--- config.mk ---
export PLATFORM = sky130hd
export DESIGN_NAME = g729_l_arith
export DESIGN_NICKNAME = d
export VERILOG_FILES = /design/src/rtl/g729_pkg.sv /design/src/rtl/g729_mult_sat.sv /design/src/rtl/g729_l_arith.sv
export SDC_FILE = /design/constraint.sdc
export NUM_CORES = 2
export LEC_CHECK = 0
export CAP_MARGIN = 20
export CORE_UTILIZATION = 45
export CTS_CLUSTER_DIAMETER = 100
export DETAILED_ROUTE_END_ITERATION = 8
export DONT_BUFFER_PORTS = 1
export SLEW_MARGIN = 20
export SYNTH_ARGS = -nofsm -noshare
export SYNTH_HDL_FRONTEND = slang
export SYNTH_HIERARCHICAL = 1
export SYNTH_SLANG_ARGS = --single-unit
--- constraint.sdc ---
create_clock -name clk -period 9.6 [get_ports clk]
set_input_delay 1.92 -clock clk [delete_from_list [all_inputs] [get_ports clk]]
set_output_delay 1.92 -clock clk [all_outputs]
set_load 0.01 [all_outputs]
--- src/rtl/g729_pkg.sv ---
// Shared G.729 basic-op types, saturation limits and the saturating add/subtract
// used by every lane that combines two long words.
package g729_pkg;

  typedef logic signed [15:0] word_t;
  typedef logic signed [31:0] long_t;

  typedef struct packed {
    long_t value;
    logic  ovf;
  } satRes_t;

  localparam long_t MAX_32 = 32'h7FFFFFFF;
  localparam long_t MIN_32 = 32'h80000000;
  localparam word_t MAX_16 = 16'h7FFF;
  localparam word_t MIN_16 = 16'h8000;

  // Subtraction overflows when the operands differ in sign and the result
  // leaves a's sign; the saturation direction always follows a.
  function automatic satRes_t satAddSub(input long_t a, input long_t b, input logic sub);
    satRes_t r;
    long_t   s;
    s = sub ? (a - b) : (a + b);
    if (sub) r.ovf = (a[31] != b[31]) && (s[31] != a[31]);
    else     r.ovf = (a[31] == b[31]) && (s[31] != a[31]);
    r.value = r.ovf ? (a[31] ? MIN_32 : MAX_32) : s;
    return r;
  endfunction

endpackage

--- src/rtl/g729_mult_sat.sv ---
// Combinational G.729 L_mult: signed 16x16 product doubled, saturated to 32 bits.
module g729_mult_sat
  import g729_pkg::*;
(
  input  logic [15:0] a,
  input  logic [15:0] b,
  output logic [31:0] product,
  output logic        overflow
);

  long_t rawProduct;

  // The product of two 16-bit words always fits in 32 bits; only the doubling
  // can overflow, and only for MIN_16 * MIN_16.
  always_comb begin
    rawProduct = long_t'(word_t'(a)) * long_t'(word_t'(b));
    overflow   = (a == MIN_16) && (b == MIN_16);
    product    = overflow ? MAX_32 : (rawProduct <<< 1);
  end

endmodule

--- src/rtl/g729_l_arith.sv ---
// Registered G.729 L_add / L_mult / L_msu lanes, computed in parallel with one
// cycle of latency; result registers hold when no new operands arrive.
module g729_l_arith
  import g729_pkg::*;
(
  input  logic        clk,
  input  logic        reset,
  input  logic        in_valid,
  input  logic [31:0] add_a,
  input  logic [31:0] add_b,
  input  logic [15:0] mult_a,
  input  logic [15:0] mult_b,
  input  logic [15:0] msu_a,
  input  logic [15:0] msu_b,
  input  logic [31:0] msu_c,
  output logic        out_valid,
  output logic [31:0] add_sum,
  output logic        add_overflow,
  output logic [31:0] mult_product,
  output logic        mult_overflow,
  output logic [31:0] msu_out,
  output logic        msu_overflow
);

  logic [31:0] multProd;
  logic        multOvf;
  logic [31:0] msuProd;
  logic        msuMultOvf;
  satRes_t     addRes;
  satRes_t     subRes;

  g729_mult_sat uMult (
    .a        (mult_a),
    .b        (mult_b),
    .product  (multProd),
    .overflow (multOvf)
  );

  g729_mult_sat uMsuMult (
    .a        (msu_a),
    .b        (msu_b),
    .product  (msuProd),
    .overflow (msuMultOvf)
  );

  always_comb begin
    addRes = satAddSub(add_a, add_b, 1'b0);
    subRes = satAddSub(msu_c, msuProd, 1'b1);
  end

  always_ff @(posedge clk or posedge reset) begin
    if (reset) begin
      out_valid     <= 1'b0;
      add_sum       <= '0;
      add_overflow  <= 1'b0;
      mult_product  <= '0;
      mult_overflow <= 1'b0;
      msu_out       <= '0;
      msu_overflow  <= 1'b0;
    end else begin
      out_valid <= in_valid;
      if (in_valid) begin
        add_sum       <= addRes.value;
        add_overflow  <= addRes.ovf;
        mult_product  <= multProd;
        mult_overflow <= multOvf;
        msu_out       <= subRes.value;
        msu_overflow  <= msuMultOvf | subRes.ovf;
      end
    end
  end

endmodule

==> metrics.md <==
| Metric | Value |
|---|---|
| Number of synthesized flops with an enable pin | `0` |
| Global router's overall resource usage | `25.07%` |
| Unrepaired setup endpoints after global routing | `true` |
| Skew final | `0 ns` |
| IO buf count | `0` |
| Crit path arrival time | `9.64 ns` |
| Global-route met2 utilization | `42.46%` |
| Layout Cell Area excl Fill | `roughly 29000 um2` |
| Count of clock tree sinks | `100` |
| Post-Synthesis Cell Area | `27130 um2` |
| Initial antenna violation count | `10` |
| Starting utilization of the core area | `45.80%` |
| Run status | `finished with violations` |
| Met3 layer usage reported by global route | `6.055%` |
| Top cell type by total area after synthesis | `sky130_fd_sc_hd__fa_1` |
| # hold bufs at CTS | `0` |
| Source of the worst register-to-register timing path | `add_sum[30]` |
| Area post-placement | `28780 um2` |
| Final Wtd Congestion | `0.9075` |
| Die Area | `roughly 61000 um2` |
| Most frequent cells after synthesis | `sky130_fd_sc_hd__inv_1, sky130_fd_sc_hd__fa_1, sky130_fd_sc_hd__nand2_1` |
| Most instantiated library cell after synthesis | `sky130_fd_sc_hd__inv_1` |
| Die span in y | `approximately 250 um` |
| Max-slew violation total from the final report | `0` |
| Required time of the critical path | `around 9.9 ns` |
| Failing checks | `design-rule violations` |
| Vias | `20830` |
| Area Overhead vs Synth | `8.070%` |
| HP Start | `add_sum[9]` |
| DR pass1 iterations | `9` |
| Highest-delay cell along the critical path | `sky130_fd_sc_hd__fa_1` |
| Core region area | `59240 um2` |
| Number of different library cells in the post-synthesis netlist | `84` |
| Synth Net Count | `approximately 4000` |
| Most used DFF post-synth | `sky130_fd_sc_hd__dfrtp_1` |
| Latest clock arrival within the worst-skew pair | `0.35 ns` |
| Worst hold-check path type | `register to register` |
| Worst r2r dst | `add_sum[30]` |
| Max-Slew Margin vs Limit | `26.53%` |
| Number of cells on the worst hold path | `1` |
| DRC violation count after routing | `14` |
| Number of hold-slack violations in the final timing report | `0` |
| Clock tree from TritonCTS | `yes` |
| Maximum single-stage delay on the critical path | `0.55 ns` |
| Met1 capacity usage during global routing | `32.08%` |
| Count of routing violations after the opening detailed-route iteration | `1246` |
| Layout filler cell count | `5701` |
| Number of cell instances on the worst register-to-register path | `4` |
| Post-DP HPWL | `60.61 mm` |
| R2R Setup Slk | `8.26 ns` |
| Layout cells sized above 1 | `9.168%` |
| Via count normalized by instance count | `5.410` |
| WL/cell | `19.15 um` |
| Max Buffers Root-to-Sink | `2` |
| Share of Yosys cell area claimed by the top area cell type | `38.00%` |
| Sequential fraction of the synthesis area | `9.223%` |
| Final antenna-violating net count | `0` |
| Root Driver | `sky130_fd_sc_hd__clkbuf_16` |
| Post-layout nets | `3973` |
| Setup crit end kind | `register` |
| Congestion Overflow GR | `0` |
| Warnings from Yosys | `6` |
| Setup violation total in the final timing report | `0` |
| Boundary pin count | `263` |
| Synth Area per Inst | `approximately 8.9 um2` |
| Portion of the clock cycle consumed by the worst path in the final layout | `97.39%` |
| Critical path class | `primary input to register` |
| Number of clock buffers inserted by TritonCTS | `9` |
| Max-cap violations | `0` |
| Highest Clock Rate | `107.0 MHz` |
| Largest net degree at the start of global routing | `110` |
| Sort of element at the start of the critical path | `primary input` |
| Proportion of register bits with asynchronous set or reset after synthesis | `100.0%` |
| Cells after Synth | `around 3000` |
| Post-Route WL | `73.76 mm` |
| Slew @ Worst Pin | `1.099 ns` |
| Clock transition at the registers of the reported paths | `0.07 ns` |
| Worst Hold Path EP | `add_sum[9]` |
| Busiest layer in global routing | `met2` |
| Cells taking the most area after synthesis | `sky130_fd_sc_hd__fa_1, sky130_fd_sc_hd__ha_1, sky130_fd_sc_hd__dfrtp_1` |
| Final critical-path required period | `9.349 ns` |
| Wire length of the first global-routing pass | `121.3 mm` |
| Maximum level of the CTS H-tree | `3` |
| Die X-Extent | `247.6 um` |
| Largest fanout of any net on the critical path | `18` |
| Number of register bits inferred by synthesis | `100` |
| Vias in the first global route | `around 23000` |
| Site Rows | `89` |
| Cell mode on critical path | `sky130_fd_sc_hd__fa_1` |
==> worst max-delay path, delay by kind of cell <==
family,cells,cell delay (ns)
fa+ha+maj,9,3.82
simple gates,6,1.23
buf+inv,6,0.43
xor+xnor,1,0.15
compound gates,13,2.07
==> stage by stage <==
stage	setup WS [ns]	hold slack, ns	instances	utilization, %	TNS, ns
after global routing	-0.07375	0.5675	3850	49.49	-0.3696
final	0.2505	0.5480	3851	49.50	0
after global placement	-0.2873	0.5333	3831	48.57	-4.432
after detailed placement	-0.4157	0.5362	3831	48.57	-7.584
after floorplan	-0.06300	0.5164	3062	-	-0.1416
after CTS	0.02546	0.5518	3845	49.17	0
==> cell type report <==
class | instances | area [um2] | share of cell area, %
multi-input combinational | 2206 | 22180 | 75.63
timing repair buffer | 131 | 983.4 | 3.354
antenna | 2 | 5.005 | 0.01707
sequential | 100 | 2502 | 8.534
tap | 773 | 967.2 | 3.298
clock inverter | 4 | 98.84 | 0.3371
clock buffer | 10 | 239.0 | 0.8150
inverter | 625 | 2351 | 8.018
==> kinds of logic (layout without fill, tap and decap cells) <==
logic type	Yosys count	after routing	synth area share, %
multiplexers	40	40	1.660
flip-flops	100	100	9.223
buffers and inverters	756	770	10.51
AND/OR/NAND/NOR	892	892	16.25
other	0	2	0
XOR/XNOR	115	115	3.712
AO/OA/AOI/OAI	422	422	10.41
adder cells (fa/ha/maj)	737	737	48.24
==> registers in the layout (all words and copies together), names as in the netlist <==
name,count
mult_overflow,1
msu_out,32
out_valid,1
add_overflow,1
mult_product,32
add_sum,32
msu_overflow,1
==> cells in the final DEF, fill, tap and decap left out, types with 7 or more instances in the layout <==
cell / synthesis / final
sky130_fd_sc_hd__nand3_1: 21 / 20
sky130_fd_sc_hd__buf_4: 2 / 131
sky130_fd_sc_hd__o21ai_0: 96 / 85
sky130_fd_sc_hd__nor3_1: 28 / 26
sky130_fd_sc_hd__a31oi_1: 7 / 7
sky130_fd_sc_hd__o21ai_2: 2 / 7
sky130_fd_sc_hd__o21a_1: 42 / 42
sky130_fd_sc_hd__nor2_1: 128 / 124
sky130_fd_sc_hd__a21oi_2: 5 / 8
sky130_fd_sc_hd__a21o_1: 40 / 39
sky130_fd_sc_hd__clkbuf_16: 0 / 9
sky130_fd_sc_hd__dfrtp_1: 100 / 100
sky130_fd_sc_hd__inv_2: 0 / 7
sky130_fd_sc_hd__a211oi_1: 21 / 20
sky130_fd_sc_hd__nand4_1: 16 / 16
sky130_fd_sc_hd__nand2_1: 344 / 338
sky130_fd_sc_hd__fa_1: 515 / 511
sky130_fd_sc_hd__mux2_2: 34 / 34
sky130_fd_sc_hd__nor2b_1: 12 / 11
sky130_fd_sc_hd__nand2b_1: 29 / 28
sky130_fd_sc_hd__xnor2_1: 68 / 68
sky130_fd_sc_hd__ha_1: 222 / 211
sky130_fd_sc_hd__o21bai_1: 12 / 12
sky130_fd_sc_hd__o31ai_1: 11 / 10
sky130_fd_sc_hd__inv_1: 625 / 616
sky130_fd_sc_hd__nor4_1: 25 / 22
sky130_fd_sc_hd__o21ai_1: 8 / 13
sky130_fd_sc_hd__ha_4: 0 / 11
sky130_fd_sc_hd__xor2_1: 47 / 47
sky130_fd_sc_hd__a21oi_1: 109 / 105
sky130_fd_sc_hd__and2_1: 239 / 237
==> metal layers <==
layer | up-vias | part of all wire, %
met5 | - | 0.14
met4 | 16 | 2.5
met3 | 129 | 7.2
met2 | 567 | 49
met1 | 10620 | 41
li1 | 9504 | -
==> worst max path at each step <==
stage / depth (start not counted) / from / slack (ns) / endpoint
floorplan: 38 / msu_a[5] / -0.06 / msu_out[21]
global placement: 35 / msu_b[4] / -0.29 / msu_out[21]
detailed placement: 35 / msu_a[8] / -0.42 / msu_out[21]
CTS: 35 / msu_a[8] / 0.03 / msu_out[21]
global route: 35 / msu_a[8] / -0.07 / msu_out[21]
finish: 35 / msu_a[8] / 0.25 / msu_out[21]
==> timing repair <==
| action | 4_1_cts | 5_1_grt |
|---|---|---|
| setup endpoints to repair | 2 | 30 |
| buffers inserted | 0 | 4 |
| resized for setup | 3 | 34 |
| pin swaps | 0 | 30 |
Power is not shown: default switching activity piles up to over one toggle a cycle in this logic, so the estimate is an artifact.
